**src/rtl/cla_pipe_adder.sv**
```systemverilog
// -----------------------------------------------------------------------------
// cla_pipe_adder
//
// Pipelined carry-lookahead adder/subtractor for the MIPS datapath (ALU and
// address/branch adders).
//
// The WIDTH-bit operands are cut into STAGES equal segments of SEG = WIDTH/STAGES
// bits. Stage k adds segment k and registers the carry out of that segment for
// stage k+1. The already-summed low bits and the still-unused high operand bits
// travel with the token through the stage registers. Each segment is built from
// 4-bit CLA groups: the lookahead is flattened inside a group and the carry
// ripples from group to group.
//
// Stage 0 adds straight from the input ports, so with STAGES register levels
// the result is visible STAGES-1 edges after the accepting edge (STAGES=1
// gives a plain registered output).
//
// WIDTH must be a multiple of 4*STAGES, and STAGES must lie in 1..WIDTH/4.
//
// Ports
//   clk        in   1      clock, rising edge
//   rst        in   1      synchronous active-high reset
//   in_valid   in   1      operand set valid
//   in_ready   out  1      operands accepted this cycle if in_valid
//   din1       in   WIDTH  operand A
//   din2       in   WIDTH  operand B
//   carry_in   in   1      carry (add) / borrow (sub) into bit 0
//   sub        in   1      0: A+B+carry_in, 1: A-B-carry_in
//   out_valid  out  1      result valid
//   out_ready  in   1      consumer takes the result this cycle
//   dout       out  WIDTH  sum / difference
//   carry_out  out  1      carry out of the MSB (sub: 1 = no borrow)
//   overflow   out  1      two's-complement signed overflow
//   zero       out  1      dout == 0
// -----------------------------------------------------------------------------
module cla_pipe_adder #(
  parameter int WIDTH  = 32,
  parameter int STAGES = 2
) (
  input  logic             clk,
  input  logic             rst,
  input  logic             in_valid,
  output logic             in_ready,
  input  logic [WIDTH-1:0] din1,
  input  logic [WIDTH-1:0] din2,
  input  logic             carry_in,
  input  logic             sub,
  output logic             out_valid,
  input  logic             out_ready,
  output logic [WIDTH-1:0] dout,
  output logic             carry_out,
  output logic             overflow,
  output logic             zero
);

  localparam int SEG  = WIDTH / STAGES;
  localparam int LAST = STAGES - 1;

  // Adds one segment. The result is packed as
  // {carry into segment MSB, carry out of segment, SEG sum bits}.
  function automatic logic [SEG+1:0] seg_add(input logic [SEG-1:0] a,
                                             input logic [SEG-1:0] b,
                                             input logic           cin);
    logic [SEG-1:0] g;
    logic [SEG-1:0] p;
    logic [SEG:0]   c;
    int             k;
    g    = a & b;
    p    = a | b;
    c    = '0;
    c[0] = cin;
    for (int j = 0; j < SEG / 4; j++) begin
      k = 4 * j;
      // Flattened lookahead inside the group, all carries from c[k].
      c[k+1] = g[k] | (p[k] & c[k]);
      c[k+2] = g[k+1] | (p[k+1] & g[k]) | (p[k+1] & p[k] & c[k]);
      c[k+3] = g[k+2] | (p[k+2] & g[k+1]) | (p[k+2] & p[k+1] & g[k])
             | (p[k+2] & p[k+1] & p[k] & c[k]);
      c[k+4] = g[k+3] | (p[k+3] & g[k+2]) | (p[k+3] & p[k+2] & g[k+1])
             | (p[k+3] & p[k+2] & p[k+1] & g[k])
             | (p[k+3] & p[k+2] & p[k+1] & p[k] & c[k]);
    end
    return {c[SEG-1], c[SEG], a ^ b ^ c[SEG-1:0]};
  endfunction

  // Stage registers
  logic             v_q [STAGES];
  logic [WIDTH-1:0] a_q [STAGES];
  logic [WIDTH-1:0] b_q [STAGES];
  logic [WIDTH-1:0] s_q [STAGES];
  logic             c_q [STAGES];
  logic             ovf_q;
  logic             zero_q;

  // Per-stage next state
  logic             v_d    [STAGES];
  logic [WIDTH-1:0] a_d    [STAGES];
  logic [WIDTH-1:0] b_d    [STAGES];
  logic [WIDTH-1:0] s_d    [STAGES];
  logic             c_d    [STAGES];
  logic             cin_w  [STAGES];
  logic [WIDTH-1:0] s_prev [STAGES];
  logic [SEG+1:0]   res    [STAGES];

  logic adv;

  // The whole pipeline moves as one; a stalled result freezes every stage.
  assign adv = ~v_q[LAST] | out_ready;

  generate
    for (genvar gi = 0; gi < STAGES; gi++) begin : g_stage
      if (gi == 0) begin : g_first
        // Subtraction is A + ~B + ~borrow.
        assign v_d[gi]    = in_valid;
        assign a_d[gi]    = din1;
        assign b_d[gi]    = sub ? ~din2 : din2;
        assign cin_w[gi]  = carry_in ^ sub;
        assign s_prev[gi] = '0;
      end else begin : g_next
        assign v_d[gi]    = v_q[gi-1];
        assign a_d[gi]    = a_q[gi-1];
        assign b_d[gi]    = b_q[gi-1];
        assign cin_w[gi]  = c_q[gi-1];
        assign s_prev[gi] = s_q[gi-1];
      end

      assign res[gi] = seg_add(a_d[gi][gi*SEG +: SEG], b_d[gi][gi*SEG +: SEG], cin_w[gi]);
      // Sum bits above the current segment are still zero, so OR-in is enough.
      assign s_d[gi] = s_prev[gi] | (WIDTH'(res[gi][SEG-1:0]) << (gi * SEG));
      assign c_d[gi] = res[gi][SEG];
    end
  endgenerate

  always_ff @(posedge clk) begin
    if (rst) begin
      for (int k = 0; k < STAGES; k++) begin
        v_q[k] <= 1'b0;
        a_q[k] <= '0;
        b_q[k] <= '0;
        s_q[k] <= '0;
        c_q[k] <= 1'b0;
      end
      ovf_q  <= 1'b0;
      zero_q <= 1'b0;
    end else if (adv) begin
      for (int k = 0; k < STAGES; k++) begin
        v_q[k] <= v_d[k];
        // The output stage only loads real tokens so bubbles never disturb
        // the visible result; inner stages may carry don't-care data.
        if (k != LAST || v_d[k]) begin
          a_q[k] <= a_d[k];
          b_q[k] <= b_d[k];
          s_q[k] <= s_d[k];
          c_q[k] <= c_d[k];
        end
      end
      if (v_d[LAST]) begin
        ovf_q  <= res[LAST][SEG+1] ^ res[LAST][SEG];
        zero_q <= ~|s_d[LAST];
      end
    end
  end

  assign in_ready  = adv;
  assign out_valid = v_q[LAST];
  assign dout      = s_q[LAST];
  assign carry_out = c_q[LAST];
  assign overflow  = ovf_q;
  assign zero      = zero_q;

endmodule

```
**config.mk**
```make
export PLATFORM = sky130hd
export DESIGN_NAME = cla_pipe_adder
export DESIGN_NICKNAME = d
export VERILOG_FILES = /design/src/rtl/cla_pipe_adder.sv
export SDC_FILE = /design/constraint.sdc
export NUM_CORES = 1
export LEC_CHECK = 0
export CORE_MARGIN = 1
export CORE_UTILIZATION = 30
export CTS_CLUSTER_SIZE = 12
export DETAILED_ROUTE_END_ITERATION = 6
export PLACE_DENSITY = 0.62
export SYNTH_ARGS = -nofsm -noshare
export SYNTH_HDL_FRONTEND = slang
export SYNTH_SLANG_ARGS = --single-unit
export TNS_END_PERCENT = 30
```
**constraint.sdc**
```tcl
create_clock -name clk -period 4.3 [get_ports clk]
set_input_delay 0.645 -clock clk [delete_from_list [all_inputs] [get_ports clk]]
set_output_delay 0.645 -clock clk [all_outputs]
set_load 0.005 [all_outputs]
```
* Word-level counts from Yosys, hierarchy flattened
Memory sizes are Yosys's and may differ from the RTL's.
Cells that the tools add are included.
** Word-level totals
- Memories kept :: 5
- Bits of input ports :: 70
- Logic and storage cells :: 262
- Memory bits (writable) :: 196
- Flip-flop bits (word level) :: 2
- Output and inout bits :: 37
** Operators by class
- Reductions and logical operators :: 3
- Multiplexer cells :: 20
- Bitwise gates (word level) :: 232
** Memories
- a_q :: depth 2, bits a word 32, rd ports 1, clocked after memory_dff 0, write ports 2, line 88 : logic [WIDTH-1:0] a_q [STAGES];
- b_q :: depth 2, bits a word 32, rd ports 1, clocked after memory_dff 0, write ports 2, line 89 : logic [WIDTH-1:0] b_q [STAGES];
- s_q :: depth 2, bits a word 32, rd ports 2, clocked after memory_dff 0, write ports 2, line 90 : logic [WIDTH-1:0] s_q [STAGES];
- c_q :: depth 2, bits a word 1, rd ports 2, clocked after memory_dff 0, write ports 2, line 91 : logic c_q [STAGES];
- v_q :: depth 2, bits a word 1, rd ports 2, clocked after memory_dff 0, write ports 2, line 87 : logic v_q [STAGES];
** Operators with widths (count)
- two-way mux 32 bit :: 7
- bitwise AND 1 bit :: 128
- OR 1 bit :: 91
- bitwise XOR 16 bit :: 4
- bitwise AND 16 bit :: 2
- NOT 32 bit :: 1
- OR 16 bit :: 2
- OR 32 bit :: 1
- OR reduction 32 bit :: 1
- two-way mux 1 bit :: 13
- AND reduction 2 bit :: 1
- bitwise XOR 1 bit :: 2
- zero test 1 bit :: 1
- NOT 1 bit :: 1

* Depth between registers and ports, before layout
An unclocked memory read counts as a cell.
- Depth after elaboration :: 17
- Mapped depth :: 15

* Worst setup path before layout
Ideal clock, no wire load.
- Path kind :: in2reg
- Start :: in sub
- End :: mem s_q[0][8], data pin
- Arrival time :: 3.575 ns
- Stages on the path :: 13
- Buffers on the path :: 2
- Slack :: 0.584 ns
- Library setup time :: 0.141 ns
- Cell sequence :: buf_2 buf_1 xnor2_1 inv_1 ha_1 or3_1 or3b_2 and3_1 a21oi_1 nor2_1 nor2_1 fa_1 nor2_1
** RTL lines
- from (decl) :: line 47 : input logic sub,
- to (decl) :: line 90

==> results <==
- The TritonCTS buffer count is 9.
- Setup repair after global routing left no endpoint under its margin.
- The number of detailed-routing iterations run before antenna repair is 4.
- For this design, the sink count on the clock tree is 86.
- The minimum clock period is 3.848 ns.
- The synthesized instance count is 506.
- The share of synthesized registers carrying an async set or reset is 0.
- The setup-violating endpoint count in the final report is 0.
- The sequential area share after synthesis is 0.4644.
- The clock skew after layout is 0.006389 ns.
- The placer congestion estimate is 0.8486.
- The area share of the largest cell type after synthesis is 0.4571.
- The number of setup buffers added after CTS is 0.
- The first global-routing pass estimated 18470 µm of wire.
- Yosys mapped the design onto 52 distinct sky130hd cell types.
- The analysis attributes to net switching a power of 0.0006911 W.
- Based on the critical path, the design can be clocked at up to roughly 260 MHz.
- The detailed router placed 3718 vias in this run.
- The endpoint type of the worst setup path is a flop.
- The number of enable flip-flop cells after synthesis is 84.
- In this run the worst path has a maximum fanout of 4.
- The die is between 100 and 150 µm wide.
- The mean post-synth cell area is 10.90 µm².
- The tightest min-delay check is of the reg -> reg type.
- Final hold analysis gives a worst-case slack of 0.4634 ns.
- Using the TritonRoute via totals, the vias-per-cell ratio works out to 4.384.
- The amount of wire on met3 after detailed routing is 433 µm.
- The power per standard cell area is 343.1 nW/µm².
- Buffers inserted to repair hold after CTS numbered 0.
- The highest ir drop seen on vdd is between 0.00015 and 0.0002 V.
- The max-slew violation total from the final report is 0.
- The critical path class is reg -> reg.
- The final standard cell utilization of the core is 0.3957.
- The clock-pin slew on the worst setup and hold paths is 0.07 ns.
- The count of nets after finishing is around 760.
- At the worst endpoint, the required time is 4.55 ns.
- In this run the tightest slew margin relative to its limit is 0.3697.
- The later pin in the worst-skew pair is clocked with a latency of 0.35 ns.
- The antenna violation net count after detailed routing is 0.
- The H-tree was split into 3 levels.
- In the global route stage, overall resource usage came out at 0.1320.
- The total negative slack for setup checks is 0 ns.
- After detailed routing, the number of remaining DRC violations is 0.
- For the pin with the worst max-slew slack, the measured transition is ~0.95 ns.
- The static power due to leakage is 3.027 nW.
- For this configuration, the core starts out at a cell density of 0.3061.
- In this run the standard cell core region covers 18020 µm².
- The nature of the critical path startpoint is a flop.
- Cell internal power was estimated by the tool at between 0.0015 and 0.002 W.
- The antenna diode instance count is 0.
- The biggest area contributor in the post-synthesis netlist is sky130_fd_sc_hd__edfxtp_1.
- In the post-synthesis netlist, the biggest area contributors are sky130_fd_sc_hd__edfxtp_1 (46%), sky130_fd_sc_hd__ha_1 (15%), sky130_fd_sc_hd__inv_1 (5.7%).
- The fraction of power spent switching nets is 0.2824.
- The detailed router used layers up to and including met4.
- During synthesis, Yosys emitted a total of 0 warnings.
- In the final layout, the share of cells above drive strength 1 is 0.05331.
- The TritonCTS clock tree is built.
- The clock root buffer is sky130_fd_sc_hd__clkbuf_16.
- The commonest non-fill, non-tap cell in the layout is sky130_fd_sc_hd__clkdlybuf4s50_1.
- The post-cts resize count is 0.
- The run finished with clean final reports.
- The die area is 18940 µm².
- The arrival time of data at the critical path endpoint is slightly above 4 ns.
- The die is 137.6 µm tall.
- The max capacitance violation total is 0.
- The number of placed I/O pins is around 110.
- The sequential share of power is 0.450.
- The total congestion overflow after global routing is 0.
- The final HPWL from detailed placement is 9264 µm.
- The final hold violation count is 0.
- In this run, the number of DRC markers left after iteration 0 of detailed routing was 125.
- The via count of the first global-routing pass is 3813.
- The pin count of the biggest net entering global routing is 45.
- The proportion of power drawn by the clock network is 0.304.
- The primary flip-flop cell chosen by synthesis mapping is sky130_fd_sc_hd__edfxtp_1.
- After detailed routing, the total wire length is ~12000 µm.
- The wire length on met2 is 6386 µm.
- Counting every net in the synthesized netlist gives 648.
- Fill cells in the final layout number about 1700.
- After floorplanning, the core was divided into between 40 and 50 placement rows.
- The cell area that synthesis handed to floorplanning was 5518 µm².
- The area added between synthesis and finish is 29.27%.
- In the finished design, the share of the clock period the worst path needs comes to 0.8949.
- The longest clock path from root to sink contains 2 buffers.
- Synthesis inferred 86 register bits.
- The share of total power dissipated in combinational logic is 0.246.
- The detailed-route wire length per cell is 13.96 µm.
- The detailed router put a total of about 4800 µm of wire on met1.
- The number of antenna violations at the first check in global routing is 0.
- The library cells used most frequently in the layout, excluding fill and tap cells, are sky130_fd_sc_hd__clkdlybuf4s50_1 (105), sky130_fd_sc_hd__inv_1 (84), sky130_fd_sc_hd__edfxtp_1 (84).
- Buffers placed on the I/O ports in this run total between 100 and 150.
[final cells by class]
| cell class | instances | area (µm²) | area share |
|---|---|---|---|
| inverter | 84 | 315.3 | 0.04420 |
| multi-input combinational | 322 | 2591 | 0.3633 |
| clock inverter | 7 | 58.81 | 0.008244 |
| clock buffer | 9 | 225.2 | 0.03157 |
| sequential | 86 | 2562 | 0.3592 |
| tap | 229 | 286.5 | 0.04017 |
| timing repair buffer | 111 | 1094 | 0.1533 |
[worst paths after layout]
| kind | start | to | slack (ns) | cells past startpoint |
|---|---|---|---|---|
| worst max-delay path | b_q[0][18] | zero | 0.45 | 15 |
| worst min register to register | zero | zero | 0.46 | 2 |
| worst max register to register | b_q[0][18] | zero | 0.45 | 15 |
| worst min-delay path | zero | zero | 0.46 | 2 |
[per-layer routing]
layer / vias up / GRT usage
met2: 72 / 0.2504
met5: - / 0
met4: 0 / 0.05067
met3: 17 / 0.02502
li1: 1873 / -
met1: 1756 / 0.1430
[state kept, by name, indices dropped and copies added (netlist names)]
register  count
a_q          16
c_q           2
s_q          48
b_q          16
overflow      1
zero          1
v_q           2
[power groups by stage]
stage | sequential (W) | combinational, W | clock [W]
2_1_floorplan | 0.00110 | 0.000348 | 0
4_1_cts | 0.00110 | 0.000611 | 0.000761
5_1_grt | 0.00111 | 0.000675 | 0.000795
3_3_place_gp | 0.00112 | 0.000596 | 0
3_5_place_dp | 0.00112 | 0.000608 | 0
6_report | 0.00110 | 0.000602 | 0.000744
[metrics by stage]
step                power, W  cell area [µm²]  setup WS [ns]  std cells
detailed placement  0.001730             6849         0.4484        832
floorplan           0.001453             5518         0.5841        506
global placement    0.001714             6849         0.6074        832
global route        0.002584             7133         0.1087        848
CTS                 0.002477             7133         0.4276        848
finish              0.002447             7133         0.4519        848
[synthesized netlist by cell type, drive strengths merged (2+ instances only)]
cell     instances
nor2b            3
a31oi            2
nor3             6
a21oi           17
nor3b            2
nor4             6
clkbuf          10
edfxtp          84
o21bai           7
buf              4
o211ai           2
nand4            2
mux2i            2
xor2            27
o31ai            2
nor2            58
a2111o           2
nand2            6
nand2b           7
xnor2           29
fa               8
dfxtp            2
o21ai            6
or3              3
nand3            5
inv             84
ha              64
a2111oi          2
and2            39
[kinds of logic after synthesis]
group | Yosys count | share of synthesized area
multiplexers | 3 | 0.005669
AND/OR/NAND/NOR | 144 | 0.1361
XOR/XNOR | 56 | 0.08889
adder cells (fa/ha/maj) | 72 | 0.1741
buffers and inverters | 98 | 0.06689
flip-flops | 86 | 0.4644
AO/OA/AOI/OAI | 47 | 0.06395
[worst max-delay path: stages (launching register included)]
cell	delay (ns)
sky130_fd_sc_hd__edfxtp_1	0.40
sky130_fd_sc_hd__inv_1	0.07
sky130_fd_sc_hd__ha_1	0.23
sky130_fd_sc_hd__nor2_1	0.07
sky130_fd_sc_hd__a221oi_2	0.46
sky130_fd_sc_hd__a2111oi_4	0.16
sky130_fd_sc_hd__o211ai_2	0.25
sky130_fd_sc_hd__nand2_1	0.13
sky130_fd_sc_hd__a21oi_2	0.19
sky130_fd_sc_hd__o21ai_0	0.11
sky130_fd_sc_hd__fa_1	0.48
sky130_fd_sc_hd__nor4b_1	0.31
sky130_fd_sc_hd__nand4_1	0.12
sky130_fd_sc_hd__nor4_1	0.35
sky130_fd_sc_hd__nand4_1	0.17
sky130_fd_sc_hd__o41ai_1	0.24
No activity file was read; power rests on OpenSTA's default activity.
